### src/rtl/counter_sequencer_pkg.sv
// Shared encodings for the counter sequencer: counter control codes and FSM states.
package counter_sequencer_pkg;

  localparam logic [1:0] CTRL_CLEAR = 2'd0;
  localparam logic [1:0] CTRL_UP    = 2'd1;
  localparam logic [1:0] CTRL_DOWN  = 2'd2;
  localparam logic [1:0] CTRL_LOAD  = 2'd3;

  typedef enum logic [1:0] {
    IDLE   = 2'd0,
    LOAD   = 2'd1,
    STEP   = 2'd2,
    FINISH = 2'd3
  } state_t;

endpackage

### src/rtl/counter_sequencer.sv
// Drives a loadable counter from a start value to a target, checking its count against a shadow copy.
// Holding is always done as a load of the held value, since the counter has no hold code.
module counter_sequencer
  import counter_sequencer_pkg::*;
#(
  parameter int W = 4
) (
  input  logic         clk,
  input  logic         reset,
  input  logic         i_start,
  input  logic         i_stop,
  input  logic [W-1:0] i_start_val,
  input  logic [W-1:0] i_target_val,
  input  logic [W-1:0] i_count_in,
  output logic [1:0]   o_control,
  output logic [W-1:0] o_load,
  output logic         o_busy,
  output logic         o_done,
  output logic         o_error,
  output logic [W-1:0] o_steps
);

  state_t       r_state;
  logic [1:0]   r_control;
  logic [1:0]   r_dir;
  logic [W-1:0] r_load;
  logic [W-1:0] r_shadow;
  logic [W-1:0] r_target;
  logic [W-1:0] r_steps;
  logic         r_busy;
  logic         r_done;
  logic         r_error;

  logic [W-1:0] w_next_shadow;
  logic         w_mismatch;

  assign w_next_shadow = (r_dir == CTRL_UP) ? r_shadow + W'(1) : r_shadow - W'(1);
  assign w_mismatch    = (i_count_in != r_shadow);

  always_ff @(posedge clk or posedge reset) begin
    if (reset) begin
      r_state   <= IDLE;
      r_control <= CTRL_LOAD;
      r_load    <= '0;
      r_dir     <= CTRL_UP;
      r_shadow  <= '0;
      r_target  <= '0;
      r_steps   <= '0;
      r_busy    <= 1'b0;
      r_done    <= 1'b0;
      r_error   <= 1'b0;
    end else begin
      r_done <= 1'b0;
      // Abort and mismatch both freeze the counter at whatever it currently shows.
      if (r_state != IDLE && (i_stop || (r_state != LOAD && w_mismatch))) begin
        r_control <= CTRL_LOAD;
        r_load    <= i_count_in;
        r_busy    <= 1'b0;
        r_state   <= IDLE;
        if (!i_stop) r_error <= 1'b1;
      end else begin
        case (r_state)
          IDLE: begin
            if (i_start && !i_stop) begin
              r_target  <= i_target_val;
              r_shadow  <= i_start_val;
              r_dir     <= (i_target_val > i_start_val) ? CTRL_UP : CTRL_DOWN;
              r_error   <= 1'b0;
              r_steps   <= '0;
              r_control <= CTRL_LOAD;
              r_load    <= i_start_val;
              r_busy    <= 1'b1;
              r_state   <= LOAD;
            end
          end
          LOAD: begin
            if (r_shadow == r_target) begin
              r_control <= CTRL_LOAD;
              r_load    <= r_target;
              r_state   <= FINISH;
            end else begin
              r_control <= r_dir;
              r_state   <= STEP;
            end
          end
          STEP: begin
            r_shadow <= w_next_shadow;
            r_steps  <= r_steps + W'(1);
            if (w_next_shadow == r_target) begin
              r_control <= CTRL_LOAD;
              r_load    <= r_target;
              r_state   <= FINISH;
            end
          end
          FINISH: begin
            r_busy  <= 1'b0;
            r_done  <= 1'b1;
            r_state <= IDLE;
          end
          default: r_state <= IDLE;
        endcase
      end
    end
  end

  assign o_control = r_control;
  assign o_load    = r_load;
  assign o_busy    = r_busy;
  assign o_done    = r_done;
  assign o_error   = r_error;
  assign o_steps   = r_steps;

endmodule

### config.mk
export PLATFORM = sky130hd
export DESIGN_NAME = counter_sequencer
export DESIGN_NICKNAME = d
export VERILOG_FILES = /design/src/rtl/counter_sequencer_pkg.sv /design/src/rtl/counter_sequencer.sv
export SDC_FILE = /design/constraint.sdc
export NUM_CORES = 1
export LEC_CHECK = 0
export CAP_MARGIN = 20
export CORE_MARGIN = 2
export CORE_UTILIZATION = 58
export CTS_CLUSTER_DIAMETER = 50
export DETAILED_ROUTE_END_ITERATION = 10
export PLACE_DENSITY = 0.85
export SLEW_MARGIN = 20
export SYNTH_ARGS = -nofsm -noshare
export SYNTH_HDL_FRONTEND = slang
export SYNTH_SLANG_ARGS = --single-unit
### constraint.sdc
create_clock -name clk -period 4.3 [get_ports clk]
set_input_delay 0.86 -clock clk [delete_from_list [all_inputs] [get_ports clk]]
set_output_delay 0.86 -clock clk [all_outputs]
set_load 0.02 [all_outputs]
==> metrics.txt, run 1 <==
# TYPE chip_impl_metric gauge
chip_impl_metric{name="routedWlPerCell",unit="um"} 17.9
chip_impl_metric{name="place.detailed.hpwl",unit="um"} 3540
chip_impl_info{name="end_kind",value="flop"} 1
chip_impl_metric{name="layout_worst_path_cycle_share",unit=""} 0.664
chip_impl_metric{name="insertion_delay",unit="ns"} 0.35
chip_impl_metric{name="leakage",unit="uW"} 0.000899
chip_impl_metric{name="arrival",unit="ns"} 3.13
chip_impl_metric{name="comb_power_share",unit=""} 0.652
chip_impl_metric{name="vias",unit=""} 1647
chip_impl_metric{name="timing.max_slew.rel_slack",unit=""} 0.520
chip_impl_info{name="hold_class",value="flop to flop"} 1
chip_impl_metric{name="antennaDiodeCount",unit=""} 0
chip_impl_metric{name="grt_use_met3",unit=""} 0.0260
chip_impl_info{name="mostFrequentLayoutCells",value="sky130_fd_sc_hd__clkdlybuf4s50_1 (28), sky130_fd_sc_hd__dfrtp_1 (22), sky130_fd_sc_hd__inv_1 (16), sky130_fd_sc_hd__nand2_1 (16), sky130_fd_sc_hd__ha_1 (12)"} 1
chip_impl_metric{name="clock_path_buffers",unit=""} 2
chip_impl_metric{name="synth_compound_gate_area_share",unit=""} 0.218
chip_impl_metric{name="grt_max_degree",unit=""} 26
chip_impl_metric{name="routed_via_density",unit=""} 6.31
chip_impl_metric{name="gate_count_of_the_mapped_netlist",unit=""} 191
chip_impl_metric{name="drc_errors",unit=""} 0
chip_impl_metric{name="post_dp_cell_area",unit="um^2"} 2120
chip_impl_metric{name="die_w",unit="um"} 60.0
chip_impl_metric{name="postLayoutCellArea",unit="um^2"} 2170
chip_impl_info{name="cells_along_the_critical_path",value="nand2b_1, inv_1, fa_1, xnor3_1, or4b_1, nor3_2, o311ai_0, o221ai_1"} 1
chip_impl_info{name="final_common_cell",value="sky130_fd_sc_hd__clkdlybuf4s50_1"} 1
chip_impl_metric{name="design.die.area",unit="um^2"} 3600
chip_impl_metric{name="post-cts-setup-buffer-count",unit=""} 0
chip_impl_metric{name="adder_cell_fraction_of_synth_area",unit=""} 0.0935
chip_impl_metric{name="nets",unit=""} 247
chip_impl_info{name="busiest_layer",value="met2"} 1
chip_impl_metric{name="globalRouteMet2Util",unit=""} 0.460
chip_impl_metric{name="ys_async_sr_fraction",unit=""} 1.00
chip_impl_metric{name="antenna_violating_nets_post_route",unit=""} 0
chip_impl_metric{name="synth_area_per_cell",unit="um^2"} 9.52
chip_impl_metric{name="min_tclk_post_route",unit="ns"} 2.86
chip_impl_metric{name="vdd.ir_drop.worst",unit="mV"} 0.331
chip_impl_info{name="timing_worst_setup_path_type",value="flop to flop"} 1
chip_impl_metric{name="fillerInstances",unit=""} 221
chip_impl_metric{name="cts-hold-fix-buffers",unit=""} 0
chip_impl_metric{name="fmax",unit="MHz"} 350
chip_impl_metric{name="grt.total_usage",unit=""} 0.287
chip_impl_metric{name="synthSimpleGateAreaFrac",unit=""} 0.155
chip_impl_metric{name="grt_util_met1",unit=""} 0.397
chip_impl_info{name="cts_tree",value="yes"} 1
chip_impl_metric{name="setup_viol_count_final",unit=""} 0
chip_impl_metric{name="cts_resized",unit=""} 0
chip_impl_metric{name="p_sw_frac",unit=""} 0.507
chip_impl_info{name="synth_top_family_by_area",value="compound AO/OA/AOI/OAI gates"} 1
chip_impl_metric{name="syn-num-nets",unit=""} 220
chip_impl_metric{name="power.density_cell_area",unit="nW/um^2"} 770
chip_impl_metric{name="timing.clock.skew",unit="ns"} 0.0112
chip_impl_metric{name="synth-warning-count",unit=""} 0
chip_impl_metric{name="clk_transition_reported_paths",unit="ns"} 0.16
chip_impl_metric{name="worst_margin_slew",unit="ns"} 0.718
chip_impl_metric{name="clock_power_share",unit=""} 0.071
chip_impl_metric{name="antenna_found_initial",unit=""} 0
chip_impl_metric{name="max_cap_viol_count",unit=""} 0
chip_impl_metric{name="report.final.slew_viol_count",unit=""} 0
chip_impl_metric{name="synth_edf_count",unit=""} 0
chip_impl_metric{name="ys_seq_elements",unit=""} 25
chip_impl_metric{name="internal-power",unit="uW"} 823
chip_impl_metric{name="totalNegativeSetupSlack",unit="ns"} 0
chip_impl_metric{name="timing.critical_path.fanout_max",unit=""} 6
chip_impl_info{name="crit_path_top_delay_cell",value="sky130_fd_sc_hd__or4b_1"} 1
chip_impl_metric{name="yosys.area_share.xor_xnor",unit=""} 0.0798
chip_impl_metric{name="grt_pass1_vias",unit=""} 1589
chip_impl_metric{name="route.final.wire_length",unit="um"} 4670
chip_impl_metric{name="post_route_cells_drive_above_1_share",unit=""} 0.0737
chip_impl_metric{name="number_of_primary_i_o_pins",unit=""} 29
chip_impl_info{name="cts_root_buffer",value="sky130_fd_sc_hd__clkbuf_4"} 1
chip_impl_metric{name="io_buffers",unit=""} 28
chip_impl_info{name="grt_setup_unrepaired",value="false"} 1
chip_impl_metric{name="fp-row-count",unit=""} 20
chip_impl_metric{name="post_synth_mux_area_share",unit=""} 0.0516
chip_impl_info{name="critical_path.startpoint_type",value="flop"} 1
chip_impl_metric{name="last_weighted_congestion_value_of_the_routability_driven_placer",unit=""} 1.01
chip_impl_metric{name="clock-sinks",unit=""} 25
chip_impl_metric{name="chipHeight",unit="um"} 60.0
chip_impl_metric{name="drt-initial-drc-count",unit=""} 173
chip_impl_metric{name="post_synth_instance_area",unit="um^2"} 1820
chip_impl_metric{name="worst_ep_required_time",unit="ns"} 4.58
chip_impl_metric{name="globalRoute.totalOverflow",unit=""} 0
chip_impl_metric{name="floorplan.core_area",unit="um^2"} 3030
chip_impl_metric{name="synth_sequential_area_ratio",unit=""} 0.346
chip_impl_metric{name="crit_path_max_incr_delay",unit="ns"} 0.55
chip_impl_metric{name="start_util",unit=""} 0.601
chip_impl_metric{name="clock_tree.htree_level_count",unit=""} 1
chip_impl_info{name="status",value="finished, final reports clean"} 1
chip_impl_metric{name="grt_first_pass_wirelength",unit="um"} 7590
chip_impl_metric{name="dpl_worst_slack",unit="ns"} 1.21
chip_impl_metric{name="final_hold_violating_endpoints",unit=""} 0
chip_impl_metric{name="synth.lib_cells_used.distinct",unit=""} 48
chip_impl_metric{name="postLayoutSetupSlackWorst",unit="ns"} 1.44
chip_impl_metric{name="p_sw",unit="uW"} 845
chip_impl_metric{name="detailed_routing_iterations_pass_1",unit=""} 4
chip_impl_info{name="primary_flip_flop_cell_chosen_by_synthesis_mapping",value="sky130_fd_sc_hd__dfrtp_1"} 1
chip_impl_metric{name="p_seq_frac",unit=""} 0.277
chip_impl_metric{name="synthToLayoutAreaGrowth",unit="%"} 19.1
chip_impl_metric{name="cts_made_buffers",unit=""} 3
cell usage after synthesis (2+ instances only):
cell | instances | area share
sky130_fd_sc_hd__nor2b_1 | 3 | 0.010
sky130_fd_sc_hd__o211ai_1 | 10 | 0.041
sky130_fd_sc_hd__nor2_1 | 7 | 0.014
sky130_fd_sc_hd__ha_1 | 12 | 0.083
sky130_fd_sc_hd__dfstp_2 | 3 | 0.043
sky130_fd_sc_hd__nand3_1 | 3 | 0.0083
sky130_fd_sc_hd__nor4_1 | 5 | 0.017
sky130_fd_sc_hd__mux2_2 | 3 | 0.019
sky130_fd_sc_hd__a41oi_1 | 2 | 0.0096
sky130_fd_sc_hd__clkbuf_1 | 6 | 0.012
sky130_fd_sc_hd__o221ai_1 | 5 | 0.024
sky130_fd_sc_hd__o21ai_0 | 10 | 0.028
sky130_fd_sc_hd__xor2_1 | 5 | 0.024
sky130_fd_sc_hd__nand2_1 | 16 | 0.033
sky130_fd_sc_hd__nand2b_1 | 3 | 0.010
sky130_fd_sc_hd__and2_1 | 4 | 0.014
sky130_fd_sc_hd__dfrtp_1 | 22 | 0.30
sky130_fd_sc_hd__inv_1 | 16 | 0.033
sky130_fd_sc_hd__o21a_1 | 3 | 0.012
sky130_fd_sc_hd__a21oi_1 | 5 | 0.014
sky130_fd_sc_hd__o2111ai_1 | 6 | 0.029
sky130_fd_sc_hd__o22ai_1 | 2 | 0.0069
sky130_fd_sc_hd__xnor2_1 | 9 | 0.043
sky130_fd_sc_hd__mux2i_1 | 6 | 0.033
sky130_fd_sc_hd__o32ai_1 | 2 | 0.0096
kinds of logic (layout without fill, tap and decap cells):
| logic type | count (synthesis) | after routing |
|---|---|---|
| and+or+nand+nor | 51 | 51 |
| muxes | 9 | 9 |
| AOI/OAI and AO/OA | 54 | 54 |
| xor gates and xnor gates | 15 | 15 |
| DFF | 25 | 25 |
| buffers and inverters | 24 | 50 |
| adders and majority gates | 13 | 13 |
routing by layer:
| layer | wire [um] | up-vias |
|---|---|---|
| li1 | - | 765 |
| met1 | 1950 | 794 |
| met2 | 2320 | 76 |
| met3 | 293 | 12 |
| met4 | 107 | 0 |
| met5 | 0 | - |
worst max-delay path: cells and delay by family, from the launching register on:
family	cells	cell delay (ns)
buf+inv	1	0.10
compound gates	2	0.43
fa+ha+maj	1	0.45
simple gates	3	0.98
flops	1	0.42
xor+xnor	1	0.40
stage by stage:
stage,util,hold slack (ns),total power [uW],cells
after CTS,0.710,0.500,1650,260
after floorplan,-,0.447,1220,191
after detailed placement,0.700,0.478,1530,256
final,0.715,0.503,1670,261
after global placement,0.700,0.466,1480,256
after global routing,0.715,0.531,1780,261
final timing paths:
kind | start | slack, ns | end | cells past startpoint
max | r_dir[0]$_DFFE_PP1P_ | 1.44 | r_state[1]$_DFFE_PP0P_ | 8
min | r_dir[0]$_DFFE_PP1P_ | 0.50 | r_dir[0]$_DFFE_PP1P_ | 2
max reg2reg | r_dir[0]$_DFFE_PP1P_ | 1.44 | r_state[1]$_DFFE_PP0P_ | 8
min reg2reg | r_dir[0]$_DFFE_PP1P_ | 0.50 | r_dir[0]$_DFFE_PP1P_ | 2
max in group asynchronous | reset | 3.05 | o_control[0]$_DFFE_PP1P_ | 3
min in group asynchronous | reset | 0.74 | o_steps[3]$_DFFE_PP0P_ | 2
power groups by stage:
| stage | logic, uW | clock network [uW] | registers (uW) |
|---|---|---|---|
| final | 1090 | 119 | 462 |
| after global placement | 1020 | 0 | 456 |
| after CTS | 1070 | 119 | 458 |
| after detailed placement | 1070 | 0 | 463 |
| after global routing | 1180 | 127 | 475 |
| after floorplan | 730 | 0 | 489 |
area by class of cell:
| class | count | area [um^2] | area share |
|---|---|---|---|
| multi-input cells | 142 | 1090 | 0.503 |
| flip-flops and latches | 25 | 629 | 0.291 |
| repair buffers | 30 | 303 | 0.140 |
| inverters | 16 | 60.1 | 0.0277 |
| well taps | 44 | 55.1 | 0.0254 |
| clock buffers | 3 | 22.5 | 0.0104 |
| clock inverters | 1 | 7.51 | 0.00347 |
flip-flops by register name, summed over array words and instances, names as in the netlist:
name	cells
r_dir	2
o_steps	4
r_shadow	4
o_error	1
o_done	1
o_busy	1
r_target	4
o_load	4
r_state	2
o_control	2
(Power assumes the default switching activity.)
==> run 2, diff against run 1 <==
CORE_UTILIZATION = 54   (was 58)
PLACE_DENSITY = 0.8   (was 0.85)
clock period = 2.9 ns   (was 4.3 ns; I/O delays follow)
==> run 2 against run 1 <==
Effect of this change:
- combinational power is 53% higher
- sequential cell count stayed put
- critical path depth is 1 lower
- total power is 51% higher
==> metrics.txt, run 2 (synthesis gave the netlist of run 1 again) <==
# TYPE chip_impl_metric gauge
chip_impl_info{name="status",value="finished, final reports clean"} 1
chip_impl_info{name="timing_worst_setup_path_type",value="flop to flop"} 1
chip_impl_metric{name="drc_errors",unit=""} 0
chip_impl_metric{name="vias",unit=""} 1629
chip_impl_metric{name="detailed_routing_iterations_pass_1",unit=""} 4
chip_impl_metric{name="number_of_primary_i_o_pins",unit=""} 29
chip_impl_metric{name="post_route_cells_drive_above_1_share",unit=""} 0.0950
chip_impl_metric{name="crit_path_max_incr_delay",unit="ns"} 0.54
chip_impl_info{name="crit_path_top_delay_cell",value="sky130_fd_sc_hd__or4b_1"} 1
chip_impl_info{name="critPathTopFamily",value="simple AND/OR/NAND/NOR gates"} 1
chip_impl_metric{name="floorplan.core_area",unit="um^2"} 3280
chip_impl_metric{name="p_seq_frac",unit=""} 0.271
chip_impl_metric{name="leakage",unit="uW"} 0.000922
chip_impl_metric{name="arrival",unit="ns"} 2.95
chip_impl_metric{name="final_hold_violating_endpoints",unit=""} 0
chip_impl_metric{name="grt_max_degree",unit=""} 26
chip_impl_metric{name="p_sw",unit="uW"} 1250
chip_impl_metric{name="last_weighted_congestion_value_of_the_routability_driven_placer",unit=""} 0.973
chip_impl_metric{name="timing.max_slew.rel_slack",unit=""} 0.628
chip_impl_info{name="grt_setup_unrepaired",value="false"} 1
chip_impl_metric{name="clock_tree.htree_level_count",unit=""} 1
chip_impl_metric{name="post-cts-setup-buffer-count",unit=""} 0
chip_impl_metric{name="max_cap_viol_count",unit=""} 0
chip_impl_metric{name="power.density_cell_area",unit="nW/um^2"} 1150
chip_impl_info{name="mostFrequentLayoutCells",value="sky130_fd_sc_hd__clkdlybuf4s50_1 (28), sky130_fd_sc_hd__dfrtp_1 (22), sky130_fd_sc_hd__inv_1 (16), sky130_fd_sc_hd__nand2_1 (16), sky130_fd_sc_hd__ha_1 (12)"} 1
chip_impl_metric{name="clock_path_buffers",unit=""} 2
chip_impl_metric{name="routedWlPerCell",unit="um"} 16.9
chip_impl_metric{name="grt_first_pass_wirelength",unit="um"} 7460
chip_impl_metric{name="start_util",unit=""} 0.554
chip_impl_metric{name="globalRouteMet2Util",unit=""} 0.438
chip_impl_metric{name="worst_ep_required_time",unit="ns"} 3.16
chip_impl_info{name="final_common_cell",value="sky130_fd_sc_hd__clkdlybuf4s50_1"} 1
chip_impl_metric{name="cts_made_buffers",unit=""} 3
chip_impl_info{name="cts_tree",value="yes"} 1
chip_impl_info{name="critical_path.startpoint_type",value="flop"} 1
chip_impl_metric{name="layout_worst_path_cycle_share",unit=""} 0.925
chip_impl_info{name="busiest_layer",value="met2"} 1
chip_impl_metric{name="route.final.wire_length",unit="um"} 4520
chip_impl_metric{name="timing.clock.skew",unit="ns"} 0.0114
chip_impl_metric{name="antennaDiodeCount",unit=""} 0
chip_impl_metric{name="min_tclk_post_route",unit="ns"} 2.68
chip_impl_metric{name="report.final.slew_viol_count",unit=""} 0
chip_impl_metric{name="internal-power",unit="uW"} 1280
chip_impl_metric{name="fin_util",unit=""} 0.667
chip_impl_metric{name="clk_transition_reported_paths",unit="ns"} 0.16
chip_impl_metric{name="fin_cells",unit=""} 267
chip_impl_metric{name="clock_power_share",unit=""} 0.067
chip_impl_metric{name="synthToLayoutAreaGrowth",unit="%"} 20.4
chip_impl_metric{name="worst_margin_slew",unit="ns"} 0.553
chip_impl_metric{name="antenna_violating_nets_post_route",unit=""} 0
chip_impl_metric{name="design.die.area",unit="um^2"} 3850
chip_impl_metric{name="post_dp_cell_area",unit="um^2"} 2160
chip_impl_metric{name="numPlacedInstances",unit=""} 263
chip_impl_metric{name="routed_via_density",unit=""} 6.10
chip_impl_metric{name="p_sw_frac",unit=""} 0.494
chip_impl_metric{name="grt_pass1_vias",unit=""} 1644
chip_impl_metric{name="grt_use_met3",unit=""} 0.0248
chip_impl_metric{name="grt_util_met1",unit=""} 0.349
chip_impl_info{name="cells_along_the_critical_path",value="inv_1, fa_1, xnor3_1, or4b_1, nor3_2, o311ai_0, o211ai_1"} 1
chip_impl_metric{name="chipHeight",unit="um"} 62.0
chip_impl_metric{name="comb_power_share",unit=""} 0.662
chip_impl_info{name="end_kind",value="flop"} 1
chip_impl_metric{name="totalNegativeSetupSlack",unit="ns"} 0
chip_impl_metric{name="cp.buffers_inverters",unit=""} 1
chip_impl_info{name="hold_class",value="flop to flop"} 1
chip_impl_metric{name="insertion_delay",unit="ns"} 0.34
chip_impl_metric{name="drt-initial-drc-count",unit=""} 103
chip_impl_metric{name="fmax",unit="MHz"} 373
chip_impl_metric{name="setup_viol_count_final",unit=""} 0
chip_impl_info{name="cts_root_buffer",value="sky130_fd_sc_hd__clkbuf_4"} 1
chip_impl_metric{name="die_w",unit="um"} 62.0
chip_impl_metric{name="place.detailed.hpwl",unit="um"} 3520
chip_impl_metric{name="cts-hold-fix-buffers",unit=""} 0
chip_impl_metric{name="clock-sinks",unit=""} 25
chip_impl_metric{name="postLayoutCellArea",unit="um^2"} 2190
chip_impl_metric{name="antenna_found_initial",unit=""} 0
chip_impl_metric{name="globalRoute.totalOverflow",unit=""} 0
chip_impl_metric{name="nets",unit=""} 251
chip_impl_metric{name="timing.critical_path.fanout_max",unit=""} 5
chip_impl_metric{name="io_buffers",unit=""} 28
chip_impl_metric{name="vdd.ir_drop.worst",unit="mV"} 0.486
chip_impl_metric{name="grt.total_usage",unit=""} 0.260
chip_impl_metric{name="fp-row-count",unit=""} 21
[run 2: cell count changes in the layout (fill, tap and decap cells not counted)]
| cell | change |
|---|---|
| sky130_fd_sc_hd__buf_4 | +5 |
| sky130_fd_sc_hd__buf_8 | -1 |
| sky130_fd_sc_hd__clkinv_2 | +1 |
| sky130_fd_sc_hd__clkinvlp_4 | -1 |
| sky130_fd_sc_hd__nand2b_1 | -1 |
| sky130_fd_sc_hd__nand2b_2 | +1 |
[run 2: power by group through the flow]
stage / logic, uW / registers [uW] / clock network (uW)
floorplan: 1080 / 725 / 0
global placement: 1570 / 670 / 0
detailed placement: 1640 / 686 / 0
CTS: 1640 / 677 / 169
global route: 1820 / 703 / 185
finish: 1670 / 685 / 169
[run 2: what timing repair did]
action,4_1_cts,5_1_grt
hold endpoints to repair,0,0
setup endpoints to repair,0,1
resized for setup,0,1
[run 2: worst paths after layout]
path	end	slack, ns	cells past startpoint	start
worst max register to register	r_state[0]$_DFFE_PP0P_	0.22	7	r_shadow[0]$_DFFE_PP0P_
worst min-delay path	r_dir[0]$_DFFE_PP1P_	0.49	2	r_dir[0]$_DFFE_PP1P_
worst max-delay path	r_state[0]$_DFFE_PP0P_	0.22	7	r_shadow[0]$_DFFE_PP0P_
min in group asynchronous	o_steps[3]$_DFFE_PP0P_	0.57	3	reset
max in group asynchronous	r_dir[0]$_DFFE_PP1P_	2.02	3	reset
worst min register to register	r_dir[0]$_DFFE_PP1P_	0.49	2	r_dir[0]$_DFFE_PP1P_
[run 2: layout make-up]
cell class	instances	area [um^2]
Fill cell	258	1090
Timing Repair Buffer	34	325
Clock buffer	3	22.5
Sequential cell	25	629
Clock inverter	1	5.00
Inverter	16	60.1
Multi-Input combinational cell	142	1090
Tap cell	46	57.6
[run 2: worst min-delay path, delay by kind of cell (launching register included)]
kind | cells | cell delay, ns
AND/OR/NAND/NOR | 2 | 0.10
flip-flops | 1 | 0.41
[run 2: metal layers]
metal | wire, um | vias to the layer above
li1 | - | 776
met3 | 135 | 9
met2 | 2270 | 44
met4 | 63 | 0
met5 | 0 | -
met1 | 2040 | 800
[run 2: metrics by stage]
step | setup slack, ns | hold WS [ns] | power [uW]
after floorplan | 0.422 | 0.447 | 1810
after global placement | 0.242 | 0.460 | 2240
after detailed placement | 0.169 | 0.466 | 2320
after CTS | 0.191 | 0.486 | 2490
after global routing | 0.0592 | 0.511 | 2710
final | 0.218 | 0.494 | 2520
==> run 3, diff against run 2 <==
==> constraint.sdc (replaced) <==
create_clock -name clk -period 2.9 [get_ports clk]
set_input_delay 0.87 -clock clk [delete_from_list [all_inputs] [get_ports clk]]
set_output_delay 0.87 -clock clk [all_outputs]
set_load 0.02 [all_outputs]
==> run 3 against run 2 <==
Effect of this change:
- non-clock buffer count up 5
- cell count rose by 1.9%
- via count rose by 0.37%
- wire length shrank 4.9%
- fmax down 2.3%
- hold slack better by 0.0096 ns
- sequential share of layout area fell by 0.47 points
- global-route usage decreased by 1.1 points
- sequential power about the same
- critical path type unchanged
- critical endpoint unchanged
- largest cell class unchanged
- highest routed layer unchanged
==> metrics.txt, run 3 (synthesis gave the netlist of run 1 again) <==
# TYPE chip_impl_metric gauge
chip_impl_info{name="status",value="finished, final reports clean"} 1
chip_impl_metric{name="arrival",unit="ns"} 2.99
chip_impl_metric{name="cts_made_buffers",unit=""} 3
chip_impl_metric{name="clock_tree.htree_level_count",unit=""} 1
chip_impl_info{name="grt_setup_unrepaired",value="false"} 1
chip_impl_metric{name="io_buffers",unit=""} 28
chip_impl_metric{name="power.density_cell_area",unit="nW/um^2"} 1130
chip_impl_metric{name="grt_pass1_vias",unit=""} 1552
chip_impl_info{name="hold_class",value="flop to flop"} 1
chip_impl_metric{name="layout_worst_path_cycle_share",unit=""} 0.946
chip_impl_metric{name="grt_max_degree",unit=""} 26
chip_impl_metric{name="grt.total_usage",unit=""} 0.249
chip_impl_metric{name="timing.max_slew.rel_slack",unit=""} 0.636
chip_impl_metric{name="routedWlPerCell",unit="um"} 15.8
chip_impl_metric{name="vias",unit=""} 1635
chip_impl_metric{name="max_cap_viol_count",unit=""} 0
chip_impl_metric{name="place.detailed.hpwl",unit="um"} 3460
chip_impl_metric{name="fp-row-count",unit=""} 21
chip_impl_metric{name="number_of_primary_i_o_pins",unit=""} 29
chip_impl_metric{name="start_util",unit=""} 0.554
chip_impl_metric{name="die_w",unit="um"} 62.0
chip_impl_metric{name="antennaDiodeCount",unit=""} 0
chip_impl_metric{name="crit_path_max_incr_delay",unit="ns"} 0.54
chip_impl_metric{name="post_route_cells_drive_above_1_share",unit=""} 0.111
chip_impl_info{name="mostFrequentLayoutCells",value="sky130_fd_sc_hd__clkdlybuf4s50_1 (28), sky130_fd_sc_hd__dfrtp_1 (22), sky130_fd_sc_hd__inv_1 (16), sky130_fd_sc_hd__nand2_1 (16), sky130_fd_sc_hd__ha_1 (12)"} 1
chip_impl_metric{name="drc_errors",unit=""} 0
chip_impl_metric{name="globalRoute.totalOverflow",unit=""} 0
chip_impl_metric{name="antenna_found_initial",unit=""} 0
chip_impl_metric{name="chipHeight",unit="um"} 62.0
chip_impl_metric{name="min_tclk_post_route",unit="ns"} 2.74
chip_impl_metric{name="route.final.wire_length",unit="um"} 4290
chip_impl_metric{name="design.die.area",unit="um^2"} 3850
chip_impl_metric{name="final_hold_violating_endpoints",unit=""} 0
chip_impl_metric{name="insertion_delay",unit="ns"} 0.32
chip_impl_info{name="end_kind",value="flop"} 1
chip_impl_info{name="cts_tree",value="yes"} 1
chip_impl_metric{name="timing.clock.skew",unit="ns"} 0.00173
chip_impl_info{name="cells_along_the_critical_path",value="inv_1, fa_1, xnor3_1, or4b_1, nor3_2, o311ai_0, o211ai_1"} 1
chip_impl_info{name="crit_path_top_delay_cell",value="sky130_fd_sc_hd__or4b_1"} 1
chip_impl_metric{name="vdd.ir_drop.worst",unit="mV"} 0.587
chip_impl_metric{name="post-cts-setup-buffer-count",unit=""} 0
chip_impl_metric{name="leakage",unit="uW"} 0.000942
chip_impl_metric{name="setup_viol_count_final",unit=""} 0
chip_impl_info{name="final_common_cell",value="sky130_fd_sc_hd__clkdlybuf4s50_1"} 1
chip_impl_metric{name="total_power",unit="uW"} 2530
chip_impl_metric{name="clock-sinks",unit=""} 25
chip_impl_info{name="timing_worst_setup_path_type",value="flop to flop"} 1
chip_impl_metric{name="fmax",unit="MHz"} 364
chip_impl_metric{name="detailed_routing_iterations_pass_1",unit=""} 4
chip_impl_info{name="cts_root_buffer",value="sky130_fd_sc_hd__clkbuf_4"} 1
chip_impl_metric{name="timing.critical_path.fanout_max",unit=""} 5
chip_impl_metric{name="clock_path_buffers",unit=""} 2
chip_impl_metric{name="antenna_violating_nets_post_route",unit=""} 0
chip_impl_metric{name="worst_margin_slew",unit="ns"} 0.540
chip_impl_metric{name="drt-initial-drc-count",unit=""} 107
chip_impl_metric{name="worst_ep_required_time",unit="ns"} 3.14
chip_impl_metric{name="grt_first_pass_wirelength",unit="um"} 7000
chip_impl_metric{name="routed_via_density",unit=""} 6.01
chip_impl_metric{name="totalNegativeSetupSlack",unit="ns"} 0
chip_impl_info{name="critical_path.startpoint_type",value="flop"} 1
chip_impl_metric{name="last_weighted_congestion_value_of_the_routability_driven_placer",unit=""} 0.959
chip_impl_metric{name="report.final.slew_viol_count",unit=""} 0
chip_impl_metric{name="nets",unit=""} 256
chip_impl_metric{name="synthToLayoutAreaGrowth",unit="%"} 22.4
chip_impl_metric{name="floorplan.core_area",unit="um^2"} 3280
chip_impl_metric{name="clk_transition_reported_paths",unit="ns"} 0.14
## run 3: changes by cell type in the layout (fill, tap and decap cells not counted), sizes merged
cell | previous run | this run
buf | 6 | 11
clkinv | 1 | 0
clkbuf | 3 | 4
## run 3: area by class of cell
| cell class | instances | area (um^2) |
|---|---|---|
| sequential | 25 | 629 |
| fill | 273 | 1060 |
| tap | 46 | 57.6 |
| clock buffer | 4 | 26.3 |
| multi-input combinational | 142 | 1090 |
| inverter | 16 | 60.1 |
| timing repair buffer | 39 | 363 |
## run 3: critical path: cells and delay by family (launching register included)
| family | cells | cell delay, ns |
|---|---|---|
| buffers and inverters | 1 | 0.11 |
| xor gates and xnor gates | 1 | 0.40 |
| and+or+nand+nor | 2 | 0.72 |
| DFF | 1 | 0.48 |
| adders and majority gates | 1 | 0.49 |
| AOI/OAI and AO/OA | 2 | 0.46 |
## run 3: path summary, 6_finish.rpt
path                                          from                       end  slack (ns)  cells past startpoint
hold / removal                 o_error$_DFFE_PP0P_       o_error$_DFFE_PP0P_        0.50                      2
setup reg to reg           r_shadow[0]$_DFFE_PP0P_    r_state[0]$_DFFE_PP0P_        0.16                      7
max in group asynchronous                    reset  o_control[0]$_DFFE_PP1P_        1.72                      3
min in group asynchronous                    reset    o_steps[3]$_DFFE_PP0P_        0.88                      3
setup / recovery           r_shadow[0]$_DFFE_PP0P_    r_state[0]$_DFFE_PP0P_        0.16                      7
hold reg to reg                o_error$_DFFE_PP0P_       o_error$_DFFE_PP0P_        0.50                      2
## run 3: per-stage QoR
stage                     utilization  hold WS, ns  std cells  setup WS (ns)  instance area (um^2)
after detailed placement        0.669        0.481        268        -0.0487                  2200
after CTS                       0.677        0.513        272          0.107                  2220
final                           0.678        0.503        272          0.156                  2230
after global placement          0.669        0.464        268         0.0239                  2200
after floorplan                     -        0.447        191          0.422                  1820
after global routing            0.678        0.560        272         0.0200                  2230
## run 3: what timing repair did
action,in CTS,in global routing
resized for setup,0,1
endpoints found under the setup margin,0,2
hold buffers,0,0
hold endpoints to repair,0,0
## run 3: metal layers
metal	track usage	part of all wire	vias up
li1	-	-	785
met1	0.322	0.43	802
met2	0.426	0.51	41
met3	0.0414	0.043	7
met4	0.0729	0.010	0
met5	0	0	-
## run 3: power breakdown
group | leakage (uW) | internal [uW] | switching, uW
sequential | 0.000303 | 514 | 169
combinational | 0.000625 | 751 | 930
clock | 0.0000150 | 54.0 | 107
